**config.mk**
```make
export PLATFORM = sky130hd
export DESIGN_NAME = spi_frame_deserializer
export DESIGN_NICKNAME = d
export VERILOG_FILES = /design/src/rtl/spi_frame_deserializer.sv
export SDC_FILE = /design/constraint.sdc
export NUM_CORES = 1
export LEC_CHECK = 0
export ABC_AREA = 1
export BUFFER_PORTS_ARGS = -buffer_cell sky130_fd_sc_hd__clkbuf_2
export CAP_MARGIN = 20
export CORE_MARGIN = 2
export CORE_UTILIZATION = 54
export CTS_BUF_LIST = sky130_fd_sc_hd__clkbuf_16
export DETAILED_ROUTE_END_ITERATION = 8
export PLACE_DENSITY = 0.84
export SLEW_MARGIN = 20
export SYNTH_ARGS = -nofsm -noshare
export SYNTH_HDL_FRONTEND = slang
export SYNTH_SLANG_ARGS = --single-unit
export TNS_END_PERCENT = 5
```
**constraint.sdc**
```tcl
create_clock -name spi_clk -period 3 [get_ports spi_clk]
set_input_delay 0.15 -clock spi_clk [delete_from_list [all_inputs] [get_ports spi_clk]]
set_output_delay 0.15 -clock spi_clk [all_outputs]
set_load 0.02 [all_outputs]
```
**src/rtl/spi_frame_deserializer.sv**
```systemverilog
// SPI slave front end: frames each chip-select window into a command byte plus data
// bytes and produces the address, write data and strobes the register file consumes.
module spi_frame_deserializer #(
    parameter int ADDR_W   = 7,
    parameter int DATA_W   = 8,
    parameter int MAX_ADDR = 11,
    parameter int AUTO_INC = 1
) (
    input  logic              spi_clk,
    input  logic              rst,
    input  logic              cs,
    input  logic              pico,
    output logic [ADDR_W-1:0] addr,
    output logic              is_write,
    output logic [DATA_W-1:0] wdata,
    output logic              wr_strobe,
    output logic              rd_load,
    output logic              frame_active,
    output logic              addr_err,
    output logic [7:0]        byte_cnt
);

    typedef enum logic {CMD, DATA} state_t;

    localparam logic [ADDR_W-1:0] MAX_A = ADDR_W'(MAX_ADDR);

    logic clr;
    assign clr = rst | ~cs;

    state_t            state_q, state_d;
    logic [DATA_W-2:0] shift_q, shift_d;
    logic [2:0]        bitcnt_q, bitcnt_d;
    logic [ADDR_W-1:0] addr_q, addr_d;
    logic              is_write_q, is_write_d;
    logic [DATA_W-1:0] wdata_q, wdata_d;
    logic              wr_strobe_q, wr_strobe_d;
    logic              rd_load_q, rd_load_d;
    logic              frame_active_q, frame_active_d;
    logic              addr_err_q, addr_err_d;
    logic [7:0]        byte_cnt_q, byte_cnt_d;
    logic              inc_pend_q, inc_pend_d;

    logic [DATA_W-1:0] byte_w;
    logic [ADDR_W-1:0] cmd_addr;
    logic              done;
    logic              addr_ok;
    logic              cmd_addr_ok;

    always_ff @(posedge spi_clk or posedge clr) begin
        if (clr) begin
            state_q        <= CMD;
            shift_q        <= '0;
            bitcnt_q       <= '0;
            addr_q         <= '0;
            is_write_q     <= 1'b0;
            wdata_q        <= '0;
            wr_strobe_q    <= 1'b0;
            rd_load_q      <= 1'b0;
            frame_active_q <= 1'b0;
            addr_err_q     <= 1'b0;
            byte_cnt_q     <= '0;
            inc_pend_q     <= 1'b0;
        end else begin
            state_q        <= state_d;
            shift_q        <= shift_d;
            bitcnt_q       <= bitcnt_d;
            addr_q         <= addr_d;
            is_write_q     <= is_write_d;
            wdata_q        <= wdata_d;
            wr_strobe_q    <= wr_strobe_d;
            rd_load_q      <= rd_load_d;
            frame_active_q <= frame_active_d;
            addr_err_q     <= addr_err_d;
            byte_cnt_q     <= byte_cnt_d;
            inc_pend_q     <= inc_pend_d;
        end
    end

    always_comb begin
        byte_w      = {shift_q, pico};
        cmd_addr    = ADDR_W'(byte_w[DATA_W-2:0]);
        done        = (bitcnt_q == 3'd7);
        addr_ok     = (addr_q != '0) && (addr_q <= MAX_A);
        cmd_addr_ok = (cmd_addr != '0) && (cmd_addr <= MAX_A);

        state_d        = state_q;
        shift_d        = byte_w[DATA_W-2:0];
        bitcnt_d       = bitcnt_q + 3'd1;
        addr_d         = addr_q;
        is_write_d     = is_write_q;
        wdata_d        = wdata_q;
        wr_strobe_d    = 1'b0;
        rd_load_d      = 1'b0;
        frame_active_d = frame_active_q;
        addr_err_d     = addr_err_q;
        byte_cnt_d     = byte_cnt_q;
        inc_pend_d     = 1'b0;

        // Increment lands at the end of the strobe cycle so strobe and address stay aligned.
        if (inc_pend_q) begin
            if (AUTO_INC != 0) begin
                if (addr_q == MAX_A) begin
                    addr_d     = ADDR_W'(1);
                    addr_err_d = 1'b1;
                end else begin
                    addr_d = addr_q + ADDR_W'(1);
                end
            end
            rd_load_d = ~is_write_q;
        end

        case (state_q)
            CMD: begin
                if (done) begin
                    is_write_d     = byte_w[DATA_W-1];
                    addr_d         = cmd_addr;
                    frame_active_d = 1'b1;
                    rd_load_d      = ~byte_w[DATA_W-1];
                    state_d        = DATA;
                    if (!cmd_addr_ok) addr_err_d = 1'b1;
                end
            end
            DATA: begin
                if (done) begin
                    wdata_d    = byte_w;
                    inc_pend_d = 1'b1;
                    if (byte_cnt_q != 8'hFF) byte_cnt_d = byte_cnt_q + 8'd1;
                    if (is_write_q) begin
                        if (addr_ok) wr_strobe_d = 1'b1;
                        else         addr_err_d  = 1'b1;
                    end
                end
            end
            default: state_d = CMD;
        endcase
    end

    assign addr         = addr_q;
    assign is_write     = is_write_q;
    assign wdata        = wdata_q;
    assign wr_strobe    = wr_strobe_q;
    assign rd_load      = rd_load_q;
    assign frame_active = frame_active_q;
    assign addr_err     = addr_err_q;
    assign byte_cnt     = byte_cnt_q;

endmodule

```
==> metrics.csv, run 1 <==
metric,value,unit
status,"finished, violations left",
violations,hold timing,
peakVddDrop,0.000533,V
critPathCaptureType,register,
portBuffers,31,
mappedNetlistArea,1850,um^2
synth_fp_nets,219,
ant_nets,0,
crit_required,3.15,ns
final.period_utilization,53.0,%
fillers,276,
cpMostUsedCell,ha_1,
pwr_density_cell,634,nW/um^2
finalCriticalPeriod,1.59,ns
wl_per_cell,12.4,um
hold_viol_final,19,
worstMarginPinSlew,0.582,ns
die_area,3900,um^2
final_common_cell,nand2_1,
ys_types,26,
io_pins,32,
crit_path_max_fanout,12,
fin_setup_tns,0,ns
std_cell_rows,21,
postSynthCellCount,210,
synth_area_leaders,"dfrtp_1, nand2_1, inv_1",
critical_path_class,register to register,
diodes,0,
ctsHoldBuffers,1,
grt_max_degree,41,
layout-drive-gt1-share,24.9,%
drc_errors,0,
cp_slowest_cell,dfrtp_1,
grt_pass1_wl,6580,um
post_cts_resized,0,
fmax,0.629,GHz
slew_viol_final,0,
setup_viol,0,
firstDrtPassIters,4,
syn_to_final_growth,22.0,%
synth-seq-cells,40,
seq_area_frac_synth,54.2,%
dp_hpwl,2650,um
finalClockSkew,0.00487,ns
slowest_delay,0.38,ns
grt-ovfl-total,0,
crit_chain,"ha_1, ha_1, nand2_2, inv_4, nand2_1, o21bai_1, nand3_1",
synth_top_area_share,54.2,%
start_kind,register,
worst_slack,1.41,ns
yosysTopAreaCell,dfrtp_1,
rsz0062_at_grt,false,
die_h,62.5,um
ctsLongestPathBuffers,2,
cp.arrival,1.74,ns
hold_class,input port to async pin,
avgViaCountPerCell,4.87,
gp_congestion,0.838,
worstSkewPairLatency,0.28,ns
htree_num_levels,2,
pre_cts_ws,1.40,ns
syn_area_per_cell,8.79,um^2
synth_warnings,0,
root_buffer,clkbuf_16,
grt_pass1_vias,1454,
max_cap_viol_count,0,
final_cell_mix,"nand2_1, dfrtp_1, clkbuf_2, inv_1, nand3_1",
postCtsSetupBuffers,0,
cts_tree,built,
nets,257,
leakagePower,1.17,nW
grtUsageTotal,21.7,%
r2r_cells,7,
num_vias,1436,
utilization,68.0,%
cts_buffers,5,
clkTransAtPathRegs,0.06,ns
core,3310,um^2
whs,-0.0213,ns
first_iter_violations,65,
cts_sinks,40,
start_util,55.8,%
max-slew-margin-rel,61.1,%
die_w,62.5,um
totalWireLength,3670,um
antenna_found_initial,0,
## metrics by stage
step | power [mW] | cell area, um^2 | instances | hold slack, ns
after global routing | 1.49 | 2250 | 295 | 0.0189
final | 1.43 | 2250 | 295 | -0.0213
after floorplan | 0.775 | 1850 | 210 | 0.181
after detailed placement | 0.847 | 2050 | 285 | 0.274
after CTS | 1.43 | 2220 | 294 | 0.228
after global placement | 0.838 | 2050 | 285 | 0.274
## registers in the layout (all words and copies together), names as in the netlist
| signal | flops |
|---|---|
| addr | 7 |
| wdata | 8 |
| inc_pend_q | 1 |
| wr_strobe | 1 |
| bitcnt_q | 3 |
| addr_err | 1 |
| frame_active | 1 |
| byte_cnt | 8 |
| is_write | 1 |
| rd_load | 1 |
| state_q | 1 |
| shift_q | 7 |
## metal layers
| layer | track usage [%] | share of wire, % | vias up |
|---|---|---|---|
| li1 | - | - | 732 |
| met1 | 28.8 | 48 | 669 |
| met2 | 32.9 | 45 | 29 |
| met3 | 6.31 | 3.9 | 6 |
| met4 | 10.3 | 2.5 | 0 |
| met5 | 0 | 0 | - |
## layout make-up
type / count / area (um^2) / area share [%]
clock buffer: 5 / 125 / 5.56
clock inverter: 3 / 38.8 / 1.72
inverter: 26 / 100 / 4.44
multi-input combinational: 142 / 737 / 32.7
sequential: 40 / 1000 / 44.4
tap: 46 / 57.6 / 2.56
timing repair buffer: 33 / 193 / 8.56
## cell usage after synthesis
cell / count
nand2_2: 5
nand2_1: 72
ha_1: 5
o21ai_0: 2
nor2_2: 4
xor2_1: 3
or2_2: 1
nor2_1: 9
o21bai_1: 1
or2_1: 1
nand2_4: 1
buf_6: 1
inv_1: 20
nor2_4: 4
a21oi_1: 3
nand3_1: 13
xnor2_1: 1
o21ai_1: 8
nand4_1: 3
buf_2: 1
a21oi_4: 1
dfrtp_1: 40
inv_4: 1
inv_2: 5
nor3_1: 3
nand3b_1: 2
## path summary, 6_finish.rpt
check	startpoint	end	slack (ns)
hold reg to reg	shift_q[0]	shift_q[1]	0.39
max in group asynchronous	cs	addr[3]	2.52
setup reg to reg	bitcnt_q[0]	addr_err	1.41
hold / removal	rst	state_q	-0.02
setup / recovery	bitcnt_q[0]	addr_err	1.41
min in group spi_clk	shift_q[0]	shift_q[1]	0.39
## critical path: cells and delay by family, from the launching register on
family,cells,cell delay (ns)
buffers and inverters,1,0.10
adder cells (fa/ha/maj),2,0.42
flip-flops,1,0.38
AO/OA/AOI/OAI,1,0.12
AND/OR/NAND/NOR,3,0.44
## kinds of logic after synthesis
| logic type | synth area share (%) |
|---|---|
| fa+ha+maj | 3.39 |
| flops | 54.2 |
| compound gates | 4.81 |
| buf+inv | 6.30 |
| simple gates | 29.4 |
| xor+xnor | 1.90 |
## power by group
group / switching (mW) / internal (mW)
logic: 0.141 / 0.0726
clock network: 0.199 / 0.387
registers: 0.0497 / 0.579
Power figures use the tool's default switching activity.
==> inputs of run 2 (changes only) <==
clock period = 1.65 ns   (was 3 ns; I/O delays follow)
==> metrics.csv, run 2 (synthesized netlist as in run 1, its figures left out) <==
metric,value,unit,change
setup_viol,0,,unchanged
reg2reg_setup_slack,0.19,ns,-1.22 ns
die_h,62.5,um,unchanged
pwr_density_cell,1090,nW/um^2,+71%
switching_share,28.9,%,+1.6 points
worstMarginPinSlew,0.484,ns,-0.0983 ns
gp_congestion,0.858,,+2.4%
grt-ovfl-total,0,,unchanged
num_vias,1449,,+0.91%
grt_pass1_wl,6130,um,-6.9%
crit_path_max_fanout,11,,-1
hold_class,register to register,,
root_buffer,clkbuf_16,,
cp.arrival,1.62,ns,-0.12 ns
nets,260,,+1.2%
std_cell_rows,21,,unchanged
first_iter_violations,93,,+43%
grtUsageMet1,27.9,%,-0.96 points
crit_chain,"ha_1, ha_1, inv_1, nor2_4, inv_2, o21ai_1, o21ai_1",,
worstSkewPairLatency,0.28,ns,about the same
final.period_utilization,88.5,%,+36 points
leakagePower,1.16,nW,-0.78%
cts_sinks,40,,unchanged
slew_viol_final,0,,unchanged
clkTransAtPathRegs,0.06,ns,about the same
combPwrFrac,15.7,%,+0.8 points
cts_tree,built,,
finalCriticalPeriod,1.46,ns,-0.128 ns
hold_start,shift_q[0],,
cp_slowest_cell,dfrtp_1,,
fillers,273,,-1.1%
holdPathEnd,shift_q[1],,
whs_path_depth,0,,
layout-drive-gt1-share,24.6,%,-0.30 points
firstDrtPassIters,4,,unchanged
avgViaCountPerCell,4.86,,-0.11%
fin_setup_tns,0,ns,unchanged
r2r_end,addr[3],,
rsz0062_at_grt,false,,
seq_power_share,46.9,%,+2.9 points
final_cell_mix,"nand2_1, dfrtp_1, clkbuf_2, inv_1, nand3_1",,
io_pins,32,,unchanged
critPathCaptureType,register,,
syn_to_final_growth,21.3,%,
peakVddDrop,0.000921,V,+73%
htree_num_levels,2,,unchanged
critical_path_class,register to register,,
switching_power,703,uW,+80%
internal-power,1.73,mW,+67%
r2r_cells,7,,unchanged
fmax,0.685,GHz,+8.7%
start_util,55.8,%,unchanged
crit_required,1.81,ns,-1.34 ns
die_w,62.5,um,unchanged
final_common_cell,nand2_1,,
core,3310,um^2,unchanged
use_met2,30.0,%,-3.0 points
grtUsageTotal,20.6,%,-1.1 points
status,finished clean,,
portBuffers,31,,unchanged
hold_viol_final,0,,-19
die_area,3900,um^2,unchanged
grtUsageMet3,7.21,%,+0.90 points
finalClockSkew,0.00519,ns,+0.000324 ns
r2r-start,bitcnt_q[0],,
dp_hpwl,2530,um,-4.6%
slowest_delay,0.35,ns,-0.03 ns
max-slew-margin-rel,67.7,%,+6.6 points
ant_nets,0,,unchanged
wl_per_cell,11.7,um,-5.6%
diodes,0,,unchanged
total_power,2.43,mW,+70%
max_cap_viol_count,0,,unchanged
antenna_found_initial,0,,unchanged
start_kind,register,,
totalWireLength,3500,um,-4.7%
clkPwrFrac,37.4,%,-3.7 points
ctsLongestPathBuffers,2,,unchanged
grt_pass1_vias,1346,,-7.4%
top_usage_layer,met2,,
grt_max_degree,41,,unchanged
cts_buffers,5,,unchanged
drc_errors,0,,unchanged
## run 2: worst max-delay path: cells and delay by family, from the launching register on
kind            cells  cell delay, ns
buf+inv             2            0.19
fa+ha+maj           2            0.35
flops               1            0.35
compound gates      2            0.25
simple gates        1            0.22
## run 2: worst max-delay path by stage
stage / slack, ns / depth (start not counted) / startpoint / to
final: 0.19 / 7 / bitcnt_q[0] / addr[3]
after detailed placement: 0.11 / 7 / bitcnt_q[0] / addr[3]
after CTS: 0.07 / 7 / bitcnt_q[0] / addr[3]
after global placement: 0.21 / 7 / bitcnt_q[0] / addr[4]
after floorplan: 0.26 / 2 / cs / addr[0]
after global routing: 0.08 / 8 / bitcnt_q[0] / addr[2]
## run 2: layout make-up
cell class	instances	area [um^2]	area share, %
well taps	46	57.6	2.57
clock inverters	3	15.0	0.670
repair buffers	36	200	8.93
inverters	26	100	4.47
flip-flops and latches	40	1000	44.7
multi-input cells	142	742	33.1
clock buffers	5	125	5.58
## run 2: power by group through the flow
stage / Combinational [mW] / Clock, mW / Sequential [mW]
after floorplan: 0.191 / 0 / 1.22
after global placement: 0.371 / 0 / 1.15
after detailed placement: 0.377 / 0 / 1.16
after CTS: 0.385 / 0.926 / 1.14
after global routing: 0.428 / 0.980 / 1.15
final: 0.382 / 0.910 / 1.14
## run 2: what timing repair did
action | 4_1_cts | 5_1_grt
hold buffers | 3 | 0
gates resized for setup | 0 | 1
endpoints found under the hold margin | 41 | 0
buffers inserted | 0 | 0
setup endpoints to repair | 0 | 3
## run 2: through the flow
| step | hold WS, ns | utilization, % | worst slack [ns] | cells | cell area, um^2 |
|---|---|---|---|---|---|
| finish | 0.375 | 67.7 | 0.189 | 298 | 2240 |
| global route | 0.402 | 67.7 | 0.0771 | 298 | 2240 |
| detailed placement | 0.209 | 62.4 | 0.111 | 287 | 2070 |
| global placement | 0.205 | 62.4 | 0.206 | 287 | 2070 |
| floorplan | 0.114 | - | 0.259 | 210 | 1850 |
| CTS | 0.378 | 67.5 | 0.0715 | 298 | 2240 |
## run 2: per-layer routing
layer  share of wire [%]  vias up
met4                 2.6        0
met5                   0        -
li1                    -      734
met2                  46       37
met1                  46      669
met3                 5.9        9
==> inputs of run 3 (changes only) <==
BUFFER_PORTS_ARGS = -buffer_cell sky130_fd_sc_hd__buf_2   (was -buffer_cell sky130_fd_sc_hd__clkbuf_2)
==> metrics.csv, run 3 (synthesized netlist as in run 1, its figures left out) <==
metric,value,unit,change
wl_per_cell,12.3,um,+4.7%
multi_input_area,742,um^2,unchanged
setup_viol,0,,unchanged
clkTransAtPathRegs,0.06,ns,about the same
pwr_density_cell,1150,nW/um^2,+6.4%
nets,260,,unchanged
leakagePower,1.17,nW,+1.1%
topRoutingLayerUsed,met4,,
seq_power_share,43.2,%,-3.7 points
whs_path_depth,0,,unchanged
critPathBufInv,1,,-1
grt_max_degree,41,,unchanged
reg2reg_setup_slack,0.14,ns,-0.05 ns
die_h,62.5,um,unchanged
rsz0062_at_grt,false,,
num_vias,1462,,+0.90%
root_buffer,clkbuf_16,,
std_cell_rows,21,,unchanged
max_cap_viol_count,0,,unchanged
met3_wirelength,201,um,-2.9%
crit_required,1.81,ns,about the same
fin_setup_tns,0,ns,unchanged
start_util,55.8,%,unchanged
finalCriticalPeriod,1.51,ns,+0.0460 ns
gp_congestion,0.850,,-0.99%
slowest_delay,0.38,ns,+0.03 ns
hold_viol_final,0,,unchanged
diodes,0,,unchanged
core,3310,um^2,unchanged
fmax,0.664,GHz,-3.1%
cp_slowest_cell,dfrtp_1,,
die_w,62.5,um,unchanged
crit_path_max_fanout,9,,-2
cts_tree,built,,
hold_class,register to register,,
final_common_cell,nand2_1,,
start_kind,register,,
cpMostUsedCell,ha_1,,
avgViaCountPerCell,4.91,,+0.90%
antenna_found_initial,0,,unchanged
grtUsageTotal,21.6,%,+0.96 points
critical_path_class,register to register,,
final.period_utilization,91.3,%,+2.8 points
wl_met2,1760,um,+9.8%
io_pins,32,,unchanged
grt_pass1_vias,1398,,+3.9%
ctsLongestPathBuffers,2,,unchanged
max-slew-margin-rel,66.6,%,-1.1 points
fillers,255,,-6.6%
firstDrtPassIters,4,,unchanged
seq_area,1000,um^2,unchanged
status,finished clean,,
totalWireLength,3670,um,+4.7%
dp_hpwl,2550,um,+0.95%
finalClockSkew,0.00732,ns,+0.00213 ns
htree_num_levels,2,,unchanged
wl_met1,1620,um,+1.6%
switching_share,27.6,%,-1.3 points
peakVddDrop,0.000920,V,-0.11%
grt_pass1_wl,6400,um,+4.4%
slew_viol_final,0,,unchanged
layout-drive-gt1-share,25.4,%,+0.79 points
cts_sinks,40,,unchanged
final_cell_mix,"nand2_1, dfrtp_1, buf_2, inv_1, nand3_1",,
combPwrFrac,14.7,%,-1.0 points
switching_power,725,uW,+3.1%
internal-power,1.90,mW,+9.8%
whs,0.379,ns,+0.00398 ns
die_area,3900,um^2,unchanged
worstSkewPairLatency,0.29,ns,about the same
grt-ovfl-total,0,,unchanged
crit_chain,"ha_1, ha_1, nand2_2, inv_4, nand2_1, o21bai_1, nand3_1",,
cts_buffers,5,,unchanged
portBuffers,31,,unchanged
critPathCaptureType,register,,
clkPwrFrac,42.0,%,+4.6 points
worstMarginPinSlew,0.501,ns,+0.0171 ns
r2r_cells,7,,unchanged
ant_nets,0,,unchanged
cp.depth,7,,unchanged
cp.arrival,1.66,ns,+0.04 ns
drc_errors,0,,unchanged
path_delay_family,adder cells,,
first_iter_violations,69,,-26%
syn_to_final_growth,23.1,%,
==> run 3: cell types whose count changed in the layout (fill, tap and decap cells not counted), sizes merged <==
| cell | before | now |
|---|---|---|
| buf | 2 | 33 |
| bufinv | 0 | 1 |
| clkbuf | 36 | 5 |
| clkinv | 1 | 2 |
| clkinvlp | 1 | 0 |
| inv | 27 | 26 |
==> run 3: worst paths after layout <==
kind / endpoint / startpoint
setup reg to reg: addr_err / bitcnt_q[0]
min in group asynchronous: byte_cnt[4] / rst
setup / recovery: addr_err / bitcnt_q[0]
hold reg to reg: shift_q[1] / shift_q[0]
max in group asynchronous: wdata[5] / cs
hold / removal: shift_q[1] / shift_q[0]
==> run 3: worst reg2reg max path: stages (launching register included) <==
cell,delay [ns]
dfrtp_1,0.38
ha_1,0.20
ha_1,0.21
nand2_2,0.13
inv_4,0.09
nand2_1,0.10
o21bai_1,0.16
nand3_1,0.11
==> run 3: area by class of cell <==
cell class                      instances  share of cell area, %
Clock inverter                          3                   2.09
Inverter                               26                   4.40
Timing Repair Buffer                   36                   8.81
Clock buffer                            5                   5.50
Sequential cell                        40                   44.0
Multi-Input combinational cell        142                   32.6
Tap cell                               46                   2.53
==> run 3: per-layer routing <==
| layer | vias to the layer above | global-route usage, % |
|---|---|---|
| li1 | 734 | - |
| met1 | 684 | 28.3 |
| met2 | 37 | 33.2 |
| met5 | - | 0 |
| met4 | 0 | 8.61 |
| met3 | 7 | 7.39 |
==> run 3: power by group through the flow <==
stage | sequential [mW] | combinational (mW) | clock, mW
5_1_grt | 1.15 | 0.421 | 1.17
4_1_cts | 1.13 | 0.388 | 1.12
3_5_place_dp | 1.15 | 0.377 | 0
2_1_floorplan | 1.22 | 0.191 | 0
3_3_place_gp | 1.15 | 0.373 | 0
6_report | 1.13 | 0.387 | 1.10
==> run 3: through the flow <==
step           std cells  total power, mW  instance area, um^2  worst slack, ns  util, %
6_report             298             2.62                 2270            0.143     68.7
5_1_grt              298             2.74                 2270           0.0164     68.7
4_1_cts              298             2.64                 2270           0.0875     68.5
3_5_place_dp         287             1.53                 2070            0.111     62.4
3_3_place_gp         287             1.52                 2070            0.204     62.4
2_1_floorplan        210             1.41                 1850            0.259        -
==> run 3: timing repair <==
| item | in CTS | in global routing |
|---|---|---|
| hold buffers | 3 | 0 |
| hold endpoints to repair | 41 | 0 |
| buffers inserted | 0 | 0 |
| endpoints found under the setup margin | 0 | 4 |
| resized for setup | 0 | 1 |
